### src/rtl/eth_fcs_inserter_if.sv
// Byte-stream handshake bundle (data/valid/last with ready back-pressure).
// The master drives the payload and the slave returns ready.
interface eth_fcs_inserter_if;
    logic [7:0] data;
    logic       valid;
    logic       last;
    logic       ready;

    modport master (output data, output valid, output last, input ready);
    modport slave  (input data, input valid, input last, output ready);
endinterface

### src/rtl/eth_fcs_inserter.sv
// Ethernet TX framer: echoes payload bytes, zero-pads short frames, appends the
// 4-byte IEEE 802.3 FCS, then holds off input for the inter-frame gap.
module eth_fcs_inserter #(
    parameter bit          PAD_EN     = 1'b1,
    parameter int unsigned MIN_LEN    = 60,
    parameter int unsigned IFG_CYCLES = 12
) (
    input  logic               clk,
    input  logic               rst,
    eth_fcs_inserter_if.slave  s_if,
    eth_fcs_inserter_if.master m_if,
    output logic               busy,
    output logic [15:0]        frame_cnt
);

    localparam int unsigned CNT_W    = 16;
    localparam int unsigned GAP_W    = (IFG_CYCLES > 2) ? $clog2(IFG_CYCLES) : 1;
    localparam logic [GAP_W-1:0] GAP_LAST = GAP_W'(IFG_CYCLES - 1);
    localparam logic [31:0] CRC_SEED = 32'hFFFF_FFFF;
    localparam logic [31:0] CRC_POLY = 32'h04C1_1DB7;
    localparam logic [CNT_W-1:0] CNT_MAX = '1;
    localparam logic [CNT_W-1:0] MIN_CNT = CNT_W'(MIN_LEN);

    typedef enum logic [2:0] {S_IDLE, S_DATA, S_PAD, S_FCS, S_GAP} state_t;

    function automatic logic [7:0] bitrev8(input logic [7:0] b);
        logic [7:0] r;
        for (int i = 0; i < 8; i++) r[7-i] = b[i];
        return r;
    endfunction

    function automatic logic [31:0] bitrev32(input logic [31:0] b);
        logic [31:0] r;
        for (int i = 0; i < 32; i++) r[31-i] = b[i];
        return r;
    endfunction

    // MSB-first byte-wide CRC-32 next state
    function automatic logic [31:0] crc_step(input logic [7:0] d, input logic [31:0] c);
        logic [31:0] r;
        logic        fb;
        r = c;
        for (int i = 7; i >= 0; i--) begin
            fb = r[31] ^ d[i];
            r  = {r[30:0], 1'b0} ^ (fb ? CRC_POLY : 32'h0);
        end
        return r;
    endfunction

    state_t           r_state;
    logic [31:0]      r_crc;
    logic [CNT_W-1:0] r_byte_cnt;
    logic [2:0]       r_fcs_idx;
    logic [GAP_W-1:0] r_gap_cnt;
    logic [15:0]      r_frame_cnt;
    logic [7:0]       r_m_data;
    logic             r_m_valid;
    logic             r_m_last;
    logic             r_busy;

    logic             w_out_free;
    logic             w_s_ready;
    logic             w_s_fire;
    logic [7:0]       w_in_byte;
    logic [31:0]      w_crc_base;
    logic [31:0]      w_crc_next;
    logic [CNT_W-1:0] w_cnt_base;
    logic [CNT_W-1:0] w_cnt_next;
    state_t           w_end_state;
    logic [31:0]      w_fcs;
    logic [7:0]       w_fcs_byte;

    // One-deep output register: refill allowed when empty or draining this cycle
    assign w_out_free  = !r_m_valid || m_if.ready;
    assign w_s_ready   = !rst && ((r_state == S_IDLE) || (r_state == S_DATA)) && w_out_free;
    assign w_s_fire    = s_if.valid && w_s_ready;

    assign w_in_byte   = (r_state == S_PAD) ? 8'h00 : s_if.data;
    assign w_crc_base  = (r_state == S_IDLE) ? CRC_SEED : r_crc;
    assign w_crc_next  = crc_step(bitrev8(w_in_byte), w_crc_base);
    assign w_cnt_base  = (r_state == S_IDLE) ? '0 : r_byte_cnt;
    assign w_cnt_next  = (w_cnt_base == CNT_MAX) ? CNT_MAX : w_cnt_base + CNT_W'(1);
    assign w_end_state = (PAD_EN && (w_cnt_next < MIN_CNT)) ? S_PAD : S_FCS;
    assign w_fcs       = ~bitrev32(r_crc);

    // FCS goes out least-significant byte first
    always_comb begin
        w_fcs_byte = w_fcs[7:0];
        case (r_fcs_idx[1:0])
            2'd0:    w_fcs_byte = w_fcs[7:0];
            2'd1:    w_fcs_byte = w_fcs[15:8];
            2'd2:    w_fcs_byte = w_fcs[23:16];
            default: w_fcs_byte = w_fcs[31:24];
        endcase
    end

    always_ff @(posedge clk) begin
        if (rst) begin
            r_state     <= S_IDLE;
            r_crc       <= CRC_SEED;
            r_byte_cnt  <= '0;
            r_fcs_idx   <= '0;
            r_gap_cnt   <= '0;
            r_frame_cnt <= '0;
            r_m_data    <= '0;
            r_m_valid   <= 1'b0;
            r_m_last    <= 1'b0;
            r_busy      <= 1'b0;
        end else begin
            if (m_if.ready) begin
                r_m_valid <= 1'b0;
                r_m_last  <= 1'b0;
            end
            case (r_state)
                S_IDLE: begin
                    r_crc      <= CRC_SEED;
                    r_byte_cnt <= '0;
                    r_fcs_idx  <= '0;
                    if (w_s_fire) begin
                        r_m_data   <= s_if.data;
                        r_m_valid  <= 1'b1;
                        r_m_last   <= 1'b0;
                        r_crc      <= w_crc_next;
                        r_byte_cnt <= w_cnt_next;
                        r_busy     <= 1'b1;
                        r_state    <= s_if.last ? w_end_state : S_DATA;
                    end
                end
                S_DATA: begin
                    if (w_s_fire) begin
                        r_m_data   <= s_if.data;
                        r_m_valid  <= 1'b1;
                        r_m_last   <= 1'b0;
                        r_crc      <= w_crc_next;
                        r_byte_cnt <= w_cnt_next;
                        if (s_if.last) r_state <= w_end_state;
                    end
                end
                S_PAD: begin
                    if (w_out_free) begin
                        r_m_data   <= 8'h00;
                        r_m_valid  <= 1'b1;
                        r_m_last   <= 1'b0;
                        r_crc      <= w_crc_next;
                        r_byte_cnt <= w_cnt_next;
                        if (w_cnt_next == MIN_CNT) r_state <= S_FCS;
                    end
                end
                S_FCS: begin
                    if (!r_fcs_idx[2]) begin
                        if (w_out_free) begin
                            r_m_data  <= w_fcs_byte;
                            r_m_valid <= 1'b1;
                            r_m_last  <= (r_fcs_idx == 3'd3);
                            r_fcs_idx <= r_fcs_idx + 3'd1;
                        end
                    end else if (m_if.ready) begin
                        // final FCS byte accepted by the sink
                        r_frame_cnt <= r_frame_cnt + 16'd1;
                        r_gap_cnt   <= '0;
                        if (IFG_CYCLES == 0) begin
                            r_state <= S_IDLE;
                            r_busy  <= 1'b0;
                        end else begin
                            r_state <= S_GAP;
                        end
                    end
                end
                S_GAP: begin
                    r_gap_cnt <= r_gap_cnt + GAP_W'(1);
                    if (r_gap_cnt == GAP_LAST) begin
                        r_state <= S_IDLE;
                        r_busy  <= 1'b0;
                    end
                end
                default: begin
                    r_state <= S_IDLE;
                    r_busy  <= 1'b0;
                end
            endcase
        end
    end

    assign s_if.ready = w_s_ready;
    assign m_if.data  = r_m_data;
    assign m_if.valid = r_m_valid;
    assign m_if.last  = r_m_last;
    assign busy       = r_busy;
    assign frame_cnt  = r_frame_cnt;

endmodule

### src/flat_wrapper.sv
// flat-port wrapper written by rule: the top's interface ports become plain ports
module eth_fcs_inserter_flat 
#(
    parameter bit          PAD_EN     = 1'b1,
    parameter int unsigned MIN_LEN    = 60,
    parameter int unsigned IFG_CYCLES = 12
)
  (clk, rst, busy, frame_cnt, s_if_data, s_if_valid, s_if_last, s_if_ready, m_if_data, m_if_valid, m_if_last, m_if_ready);
  eth_fcs_inserter_if s_if_i ();
  eth_fcs_inserter_if m_if_i ();
  input  logic clk;
  input  logic rst;
  output logic busy;
  output logic [15:0] frame_cnt;
  input wire logic [$bits(s_if_i.data)-1:0] s_if_data;
  input wire logic [$bits(s_if_i.valid)-1:0] s_if_valid;
  input wire logic [$bits(s_if_i.last)-1:0] s_if_last;
  output wire logic [$bits(s_if_i.ready)-1:0] s_if_ready;
  output wire logic [$bits(m_if_i.data)-1:0] m_if_data;
  output wire logic [$bits(m_if_i.valid)-1:0] m_if_valid;
  output wire logic [$bits(m_if_i.last)-1:0] m_if_last;
  input wire logic [$bits(m_if_i.ready)-1:0] m_if_ready;
  assign s_if_i.data = s_if_data;
  assign s_if_i.valid = s_if_valid;
  assign s_if_i.last = s_if_last;
  assign s_if_ready = s_if_i.ready;
  assign m_if_data = m_if_i.data;
  assign m_if_valid = m_if_i.valid;
  assign m_if_last = m_if_i.last;
  assign m_if_i.ready = m_if_ready;
  eth_fcs_inserter #(.PAD_EN(PAD_EN), .MIN_LEN(MIN_LEN), .IFG_CYCLES(IFG_CYCLES)) u_core (.clk(clk), .rst(rst), .s_if(s_if_i), .m_if(m_if_i), .busy(busy), .frame_cnt(frame_cnt));
endmodule
### config.mk
export PLATFORM = sky130hd
export DESIGN_NAME = eth_fcs_inserter_flat
export DESIGN_NICKNAME = d
export VERILOG_FILES = /design/src/rtl/eth_fcs_inserter_if.sv /design/src/rtl/eth_fcs_inserter.sv /design/src/flat_wrapper.sv
export SDC_FILE = /design/constraint.sdc
export NUM_CORES = 1
export LEC_CHECK = 0
export CAP_MARGIN = 20
export CELL_PAD_IN_SITES_DETAIL_PLACEMENT = 1
export CELL_PAD_IN_SITES_GLOBAL_PLACEMENT = 2
export CORE_MARGIN = 2
export CORE_UTILIZATION = 35
export CTS_CLUSTER_DIAMETER = 40
export DETAILED_ROUTE_END_ITERATION = 8
export GPL_ROUTABILITY_DRIVEN = 0
export HOLD_SLACK_MARGIN = 0.03
export PLACE_DENSITY_LB_ADDON = 0.1
export SYNTH_ARGS = -nofsm -noshare
export SYNTH_HDL_FRONTEND = slang
export SYNTH_SLANG_ARGS = --single-unit
### constraint.sdc
create_clock -name clk -period 4.25 [get_ports clk]
set_input_delay 0.85 -clock clk [delete_from_list [all_inputs] [get_ports clk]]
set_output_delay 0.85 -clock clk [all_outputs]
set_load 0.01 [all_outputs]
==> flow_metrics.tcl, run 1 <==
set metrics [dict create \
    status "finished, final reports clean" \
    cts.sinks 85 \
    syn_nets 705 \
    fin_skew_ps 5.63 \
    die_h_microns 127 \
    drt-initial-drc-count 318 \
    worst_pin_slew_ps 816 \
    num_vias 5054 \
    cts.path.max_buffers 2 \
    grt_pass1_vias 5256 \
    diodes 0 \
    drc 0 \
    yosysWarningCount 0 \
    worst_setup_path_start_kind "input pin" \
    cts_htree_levels 3 \
    area_growth_pct 17.6 \
    grt_overflow 0 \
    arrival_ps 2520 \
    register_area_sq_um 1700 \
    end_kind "primary output" \
    cts_tree "done" \
    synthesis.area_sq_um 5320 \
    initial_core_util_pct 35.4 \
    numCtsBuffers 9 \
    drv_slew 0 \
    synthCells 684 \
    fin_setup_tns_ps 0 \
    grt_max_degree 74 \
    irDropWorstVdd_mv 0.249 \
    synth_common_cells "nor2_1 (104), dfxtp_1 (85), xnor2_1 (54), a21oi_1 (51), nand2_1 (45)" \
    synth.avg_cell_area_sq_um 7.77 \
    crit_chain "clkdlybuf4s50_1 > nor2b_1 > nor4_1 > clkdlybuf4s50_1" \
    clk_latency_ps 360 \
    hold_viol 0 \
    drt_first_pass_iters 4 \
    die_x_microns 127 \
    finalCritPeriodShare_pct 79.3 \
    slew_headroom_pct 44.9 \
    antenna_found_initial 0 \
    port_buffers 40 \
    hold_ws_ps 498 \
    core_sq_um 15000 \
    root_buffer "clkbuf_16" \
    worst-path-max-fanout 11 \
    cts_setup_buffers 0 \
    required_ps 3400 \
    wirelength_microns 17300 \
    placement_rows 45 \
    postRouteAntennaNets 0 \
    clk_pin_slew_ps 60 \
    hpwl_microns 11900 \
    post_cts_resized 0 \
    p_per_area_nw_per_um2 560 \
    p_leak_nw 2.13 \
    wl_per_cell_microns 19.3 \
    async_reset_ff_share_pct 0 \
    finalCriticalPeriod_ps 3370 \
    max_cap_violations 0 \
    synth-seq-area-share_pct 32.0 \
    synth_edf_count 0 \
    grt_pass1_wl_microns 28300 \
    synth_top_area_share_pct 32.0 \
    fillers 1809 \
    critPathSlowestCell "nor2b_1" \
    routed-wl-met3_microns 485 \
    design.die.area_sq_um 16200 \
    met1Wirelength_microns 7890 \
    multi_input_area_sq_um 3370 \
    hold_class "reg -> reg" \
    yosysTopAreaCell "dfxtp_1" \
    rsz0062_at_grt "no" \
    ys_ff_latch 85 \
    layout.nets 729 \
    setup_viol 0 \
    cpPeakStageDelay_ps 600 \
    synthTopCellsByArea "dfxtp_1 (32%), xnor2_1 (8.9%), nor2_1 (7.3%)" \
    post-synth-top-count-cell "nor2_1" \
    synth_ff_type "dfxtp_1" \
    ios 41 \
    holdBufCountCts 0 \
    max_freq_mhz 297 \
    yosysUniqueCellTypes 61 \
    wl_met2_microns 8650 \
    cp_common_cell "clkdlybuf4s50_1" \
    via_per_inst 5.61 \
    layout-drive-gt1-share_pct 7.29 \
    gr-usage-all-layers_pct 22.4 \
    top_layer_used "met4" \
    worstSetupPathType "in -> out" \
]
[worst max-delay path, delay by kind of cell]
family	cells	cell delay, ps
buffers and inverters	2	980
and+or+nand+nor	2	690
[metrics by stage]
| step | cells | power (mW) | instance area (sq um) | util (%) | setup slack [ps] |
|---|---|---|---|---|---|
| 4_1_cts | 901 | 3.53 | 6250 | 41.6 | 863 |
| 3_5_place_dp | 885 | 2.55 | 5900 | 39.3 | 653 |
| 6_report | 901 | 3.50 | 6250 | 41.6 | 878 |
| 2_1_floorplan | 684 | 2.11 | 5320 | - | 1280 |
| 3_3_place_gp | 885 | 2.52 | 5900 | 39.3 | 798 |
| 5_1_grt | 901 | 3.70 | 6250 | 41.6 | 742 |
[cells by family (layout without fill, tap and decap cells)]
family / after synthesis / in the layout / share of synthesized area (%)
xor+xnor: 91 / 91 / 16.1
simple gates: 272 / 272 / 24.6
flops: 85 / 85 / 32.0
mux: 6 / 6 / 1.15
buf+inv: 63 / 92 / 4.85
compound gates: 159 / 159 / 19.4
fa+ha+maj: 8 / 8 / 1.88
[final timing paths]
check	end	slack, ps	cells past startpoint	startpoint
setup / recovery	s_if_ready	880	4	m_if_ready
hold / removal	u_core.frame_cnt[15]	500	2	u_core.frame_cnt[15]
setup reg to reg	u_core.r_state[0]	1020	10	u_core.r_state[0]
hold reg to reg	u_core.frame_cnt[15]	500	2	u_core.frame_cnt[15]
[placed cells by master (no fill, tap or decap), drive strengths merged, types with 9 or more instances in the layout]
cell and instances:
nor2 104, dfxtp 85, xnor2 58, a21oi 51
nand2 45, clkdlybuf4s50 39, xor2 31, o21ai 31
nand3 22, o22ai 21, nor3 20, nand2b 19
buf 19, inv 17, a311oi 10, clkbuf 10
nor2b 9, or3 9, nand4 9, and3 9
[state kept, by name (all words and copies together), names as in the netlist]
register	cells
u_core.r_crc	32
u_core.frame_cnt	16
u_core.r_byte_cnt	16
u_core.m_if.data	8
u_core.r_gap_cnt	4
u_core.r_fcs_idx	3
u_core.r_state	3
u_core.busy	1
u_core.m_if.last	1
u_core.m_if.valid	1
[layer usage]
layer | up-vias | track usage [%]
li1 | 2439 | -
met1 | 2524 | 27.7
met2 | 69 | 39.1
met3 | 22 | 4.73
met4 | 0 | 6.66
met5 | - | 0
[cell type report]
| type | instances | share of cell area (%) |
|---|---|---|
| inverters | 18 | 1.08 |
| clock inverters | 6 | 1.76 |
| well taps | 188 | 3.76 |
| clock buffers | 10 | 3.82 |
| multi-input cells | 536 | 53.9 |
| flip-flops and latches | 85 | 27.2 |
| repair buffers | 58 | 8.48 |
[where the power goes]
part	switching (mW)	leakage, nW	internal, mW
Combinational	0.868	1.27	0.625
Sequential	0.121	0.692	0.932
Clock	0.364	0.165	0.590
Total	1.35	2.13	2.15
Power figures use the tool's default switching activity.
==> inputs of run 2 (changes only) <==
- CORE_UTILIZATION: 35 -> 32
- clock period: 4.25 -> 3.1 ns (I/O delays scaled with it)
==> run 2 against run 1 <==
Against the previous run:
- sequential power increased by 38%
- routed wire length up 4.3%
- sequential cell count unchanged
- critical path depth up 7
- die area rose by 9.1%
- critical path type is now reg -> reg
- design area increased by 3.8%
- count of clock-buffer cells in the layout did not move
- largest power group unchanged
- cell count grew 6.2%
- highest routed layer unchanged
- worst setup slack got worse by 650 ps
==> flow_metrics.tcl, run 2 (synthesized netlist as in run 1, its figures left out) <==
set metrics [dict create \
    cts.path.max_buffers 2 \
    gr-usage-all-layers_pct 21.2 \
    drt_first_pass_iters 4 \
    placement_rows 47 \
    slew_headroom_pct 46.7 \
    grt_pass1_vias 5323 \
    end_kind "flop" \
    hold_class "reg -> reg" \
    fin_area_sq_um 6490 \
    dp.cells 941 \
    port_buffers 40 \
    grt_max_degree 46 \
    die_h_microns 133 \
    critPathSlowestCell "or3_1" \
    hold_viol 0 \
    layout.nets 753 \
    rsz0062_at_grt "no" \
    final_cells 957 \
    setup_viol 0 \
    status "finished, final reports clean" \
    wl_per_cell_microns 18.9 \
    clk_pin_slew_ps 70 \
    drc 0 \
    crit_chain "or3_1 > and2_1 > ha_1 > and3_1 > nand3_1 > a21oi_1 > a211o_1 > nor4_1 > buf_4 > and3_1 > o211a_1" \
    cts_htree_levels 3 \
    max_cap_violations 0 \
    initial_core_util_pct 32.4 \
    via_per_inst 5.33 \
    irDropWorstVdd_mv 0.285 \
    holdBufCountCts 0 \
    cts_setup_buffers 0 \
    finalCritPeriodShare_pct 92.7 \
    cts_tree "done" \
    worst_setup_path_start_kind "flop" \
    cpPeakStageDelay_ps 440 \
    worst-path-max-fanout 7 \
    worst_pin_slew_ps 789 \
    diodes 0 \
    design.die.area_sq_um 17700 \
    crit_buf_inv 1 \
    final_common_cell "nor2_1" \
    num_vias 5105 \
    largest_register_ffs 32 \
    crit_family "simple AND/OR/NAND/NOR gates" \
    arrival_ps 3170 \
    ios 41 \
    layout-drive-gt1-share_pct 10.4 \
    clk_latency_ps 360 \
    worstSetupPathType "reg -> reg" \
    cp_common_cell "and3_1" \
    required_ps 3400 \
    postRouteAntennaNets 0 \
    fin_skew_ps 11.8 \
    core_sq_um 16400 \
    regMostFlops "u_core.r_crc" \
    post_cts_resized 0 \
    finalCriticalPeriod_ps 2870 \
    cts.sinks 85 \
    fin_setup_tns_ps 0 \
    p_per_area_nw_per_um2 759 \
    drv_slew 0 \
    area_growth_pct 22.1 \
    final_cell_mix "nor2_1 (104), dfxtp_1 (85), xnor2_1 (54), a21oi_1 (51), nand2_1 (45)" \
    placed_area_sq_um 6140 \
    max_freq_mhz 348 \
    drt-initial-drc-count 238 \
    grt_overflow 0 \
    p_leak_nw 2.25 \
    hpwl_microns 13100 \
    antenna_found_initial 0 \
    numCtsBuffers 9 \
    power_mw 4.93 \
    wirelength_microns 18100 \
    die_x_microns 133 \
    root_buffer "clkbuf_16" \
    grt_pass1_wl_microns 29400 \
]
[run 2: metrics by stage]
stage / hold WS [ps] / util, % / setup WS, ps
after global placement: 489 / 37.4 / 266
final: 495 / 39.6 / 227
after floorplan: 460 / - / 127
after detailed placement: 494 / 37.4 / 183
after CTS: 503 / 39.5 / 163
after global routing: 519 / 39.6 / 120
[run 2: power breakdown]
group / internal (mW) / total, mW / switching (mW)
clock network: 0.809 / 1.31 / 0.496
logic: 0.961 / 2.17 / 1.21
registers: 1.28 / 1.45 / 0.177
[run 2: layout make-up]
cell class	instances	area, sq um
clock inverter	6	110
fill	1961	9920
inverter	18	67.6
multi-input combinational	536	3370
sequential	85	1700
timing repair buffer	82	723
clock buffer	10	239
tap	220	275
[run 2: worst paths after layout]
check	from	slack, ps	cells after the start	endpoint
max	u_core.r_state[0]	230	11	u_core.r_state[0]
min	u_core.m_if.data[4]	500	2	u_core.m_if.data[4]
min reg2reg	u_core.m_if.data[4]	500	2	u_core.m_if.data[4]
max reg2reg	u_core.r_state[0]	230	11	u_core.r_state[0]
[run 2: tightest hold or removal path, delay by kind of cell, from the launching register on]
family	cells	cell delay [ps]
DFF	1	310
and+or+nand+nor	1	90
AOI/OAI and AO/OA	1	50
[run 2: metal layers]
metal  vias up  wire, microns  GRT usage [%]
li1       2487              -              -
met1      2513           7770           24.6
met2        73           9180           37.8
met3        32            507           4.48
met4         0            633           8.60
met5         -              0              0
==> inputs of run 3 (changes only) <==
- CORE_MARGIN: 2 -> default
- CTS_BUF_LIST: default -> sky130_fd_sc_hd__clkbuf_16
==> run 3 against run 2 <==
Against the previous run:
- clock skew decreased by 5.8 ps
- critical path depth fell by 1
- clock power down 14%
- utilization barely moved
- total power fell by 5.0%
- design area down 2.0%
- global-route usage grew 0.30 points
- worst setup slack improved by 58 ps
- sequential cell count unchanged
- via count shrank 0.33%
==> flow_metrics.tcl, run 3 (synthesized netlist as in run 1, its figures left out) <==
set metrics [dict create \
    p_leak_nw 2.18 \
    hpwl_microns 12500 \
    postRouteAntennaNets 0 \
    port_buffers 40 \
    placed_area_sq_um 6060 \
    hold_viol 0 \
    largest_register_ffs 32 \
    fillers 1916 \
    finalCritPeriodShare_pct 90.8 \
    multi_input_area_sq_um 3370 \
    r2r-start "u_core.r_state[0]" \
    max_freq_mhz 355 \
    fin_area_sq_um 6360 \
    die_x_microns 131 \
    layout.nets 745 \
    diodes 0 \
    root_buffer "clkbuf_16" \
    gr-usage-all-layers_pct 21.5 \
    grt_pass1_wl_microns 27900 \
    worstSetupPathType "reg -> reg" \
    core_sq_um 16100 \
    drt-initial-drc-count 305 \
    ios 41 \
    cts.sinks 85 \
    reg2regPathDepth 10 \
    placement_rows 46 \
    arrival_ps 3110 \
    fin_skew_ps 5.98 \
    slew_headroom_pct 43.2 \
    setup_viol 0 \
    antenna_found_initial 0 \
    cts_htree_levels 3 \
    holdBufCountCts 0 \
    register_area_sq_um 1700 \
    min_path_cells 2 \
    cts_tree "done" \
    via_per_inst 5.38 \
    clk_pin_slew_ps 70 \
    drc 0 \
    final_common_cell "nor2_1" \
    initial_core_util_pct 33.1 \
    required_ps 3400 \
    end_kind "flop" \
    design.die.area_sq_um 17100 \
    regMostFlops "u_core.r_crc" \
    p_per_area_nw_per_um2 736 \
    num_vias 5088 \
    max_cap_violations 0 \
    grt_overflow 0 \
    wirelength_microns 17300 \
    min_from "u_core.frame_cnt[15]" \
    grt_pass1_vias 5134 \
    post_cts_resized 0 \
    hold_path_end "u_core.frame_cnt[15]" \
    hold_class "reg -> reg" \
    drv_slew 0 \
    cts_setup_buffers 0 \
    worst-path-max-fanout 7 \
    power_mw 4.68 \
    fin_setup_tns_ps 0 \
    drt_first_pass_iters 4 \
    layout-drive-gt1-share_pct 9.19 \
    irDropWorstVdd_mv 0.318 \
    finalCriticalPeriod_ps 2820 \
    cts.path.max_buffers 2 \
    wl_per_cell_microns 18.3 \
    status "finished, final reports clean" \
    reg2reg_to "u_core.r_state[0]" \
    worst_setup_path_start_kind "flop" \
    die_h_microns 131 \
    grt_max_degree 41 \
    rsz0062_at_grt "no" \
    numCtsBuffers 9 \
    clk_latency_ps 350 \
    area_growth_pct 19.6 \
    worst_pin_slew_ps 841 \
    r2r_slack_ps 280 \
    final_cell_mix "nor2_1 (104), dfxtp_1 (85), xnor2_1 (54), a21oi_1 (51), nand2_1 (45)" \
]
-- run 3: cell types whose count changed in the layout (fill, tap and decap cells not counted), sizes merged --
cell    delta
bufinv     -2
clkbuf     -1
buf        -8
clkinv     +2
inv        +1
-- run 3: metal layers --
layer | share of wire [%] | global-route usage (%) | up-vias
met4 | 1.1 | 5.68 | 0
met3 | 3.5 | 3.38 | 14
met5 | 0 | 0 | -
met2 | 44 | 33.6 | 81
met1 | 51 | 30.5 | 2518
li1 | - | - | 2475
-- run 3: per-stage QoR --
step | hold WS (ps) | std cells | utilization, % | worst slack, ps
final | 498 | 945 | 39.6 | 285
after global routing | 518 | 945 | 39.6 | 44.5
after CTS | 503 | 945 | 39.6 | 309
after detailed placement | 493 | 929 | 37.7 | 74.2
after global placement | 471 | 929 | 37.7 | 167
after floorplan | 460 | 684 | - | 127
-- run 3: worst max-delay path by stage --
stage / start / endpoint / slack [ps] / cells past startpoint
after floorplan: u_core.r_state[1] / u_core.r_state[0] / 130 / 13
after global placement: s_if_valid / u_core.r_crc[1] / 170 / 9
after detailed placement: m_if_ready / u_core.r_crc[1] / 70 / 9
after CTS: u_core.r_state[0] / u_core.r_state[0] / 310 / 10
after global routing: u_core.r_state[1] / u_core.r_state[0] / 40 / 11
final: u_core.r_state[0] / u_core.r_state[0] / 280 / 10
-- run 3: power breakdown --
| group | internal (mW) | switching [mW] | leakage (nW) | total [mW] |
|---|---|---|---|---|
| Sequential | 1.28 | 0.169 | 0.692 | 1.45 |
| Clock | 0.628 | 0.506 | 0.140 | 1.13 |
| Combinational | 0.913 | 1.19 | 1.35 | 2.10 |
| Total | 2.82 | 1.86 | 2.18 | 4.68 |
-- run 3: area by class of cell --
| cell class | count | area share (%) |
|---|---|---|
| clock buffers | 9 | 3.54 |
| clock inverters | 7 | 1.18 |
| inverters | 18 | 1.06 |
| multi-input cells | 536 | 53.0 |
| flip-flops and latches | 85 | 26.8 |
| well taps | 216 | 4.25 |
| repair buffers | 74 | 10.2 |
-- run 3: worst max-delay path, cell delays in order (launching register included) --
cell	delay, ps
dfxtp_1	310
or3_1	400
and2_1	210
ha_1	260
and3_1	220
nand3_1	220
nor3_1	120
and4_1	310
nor4_1	360
and3_1	210
o211a_1	140
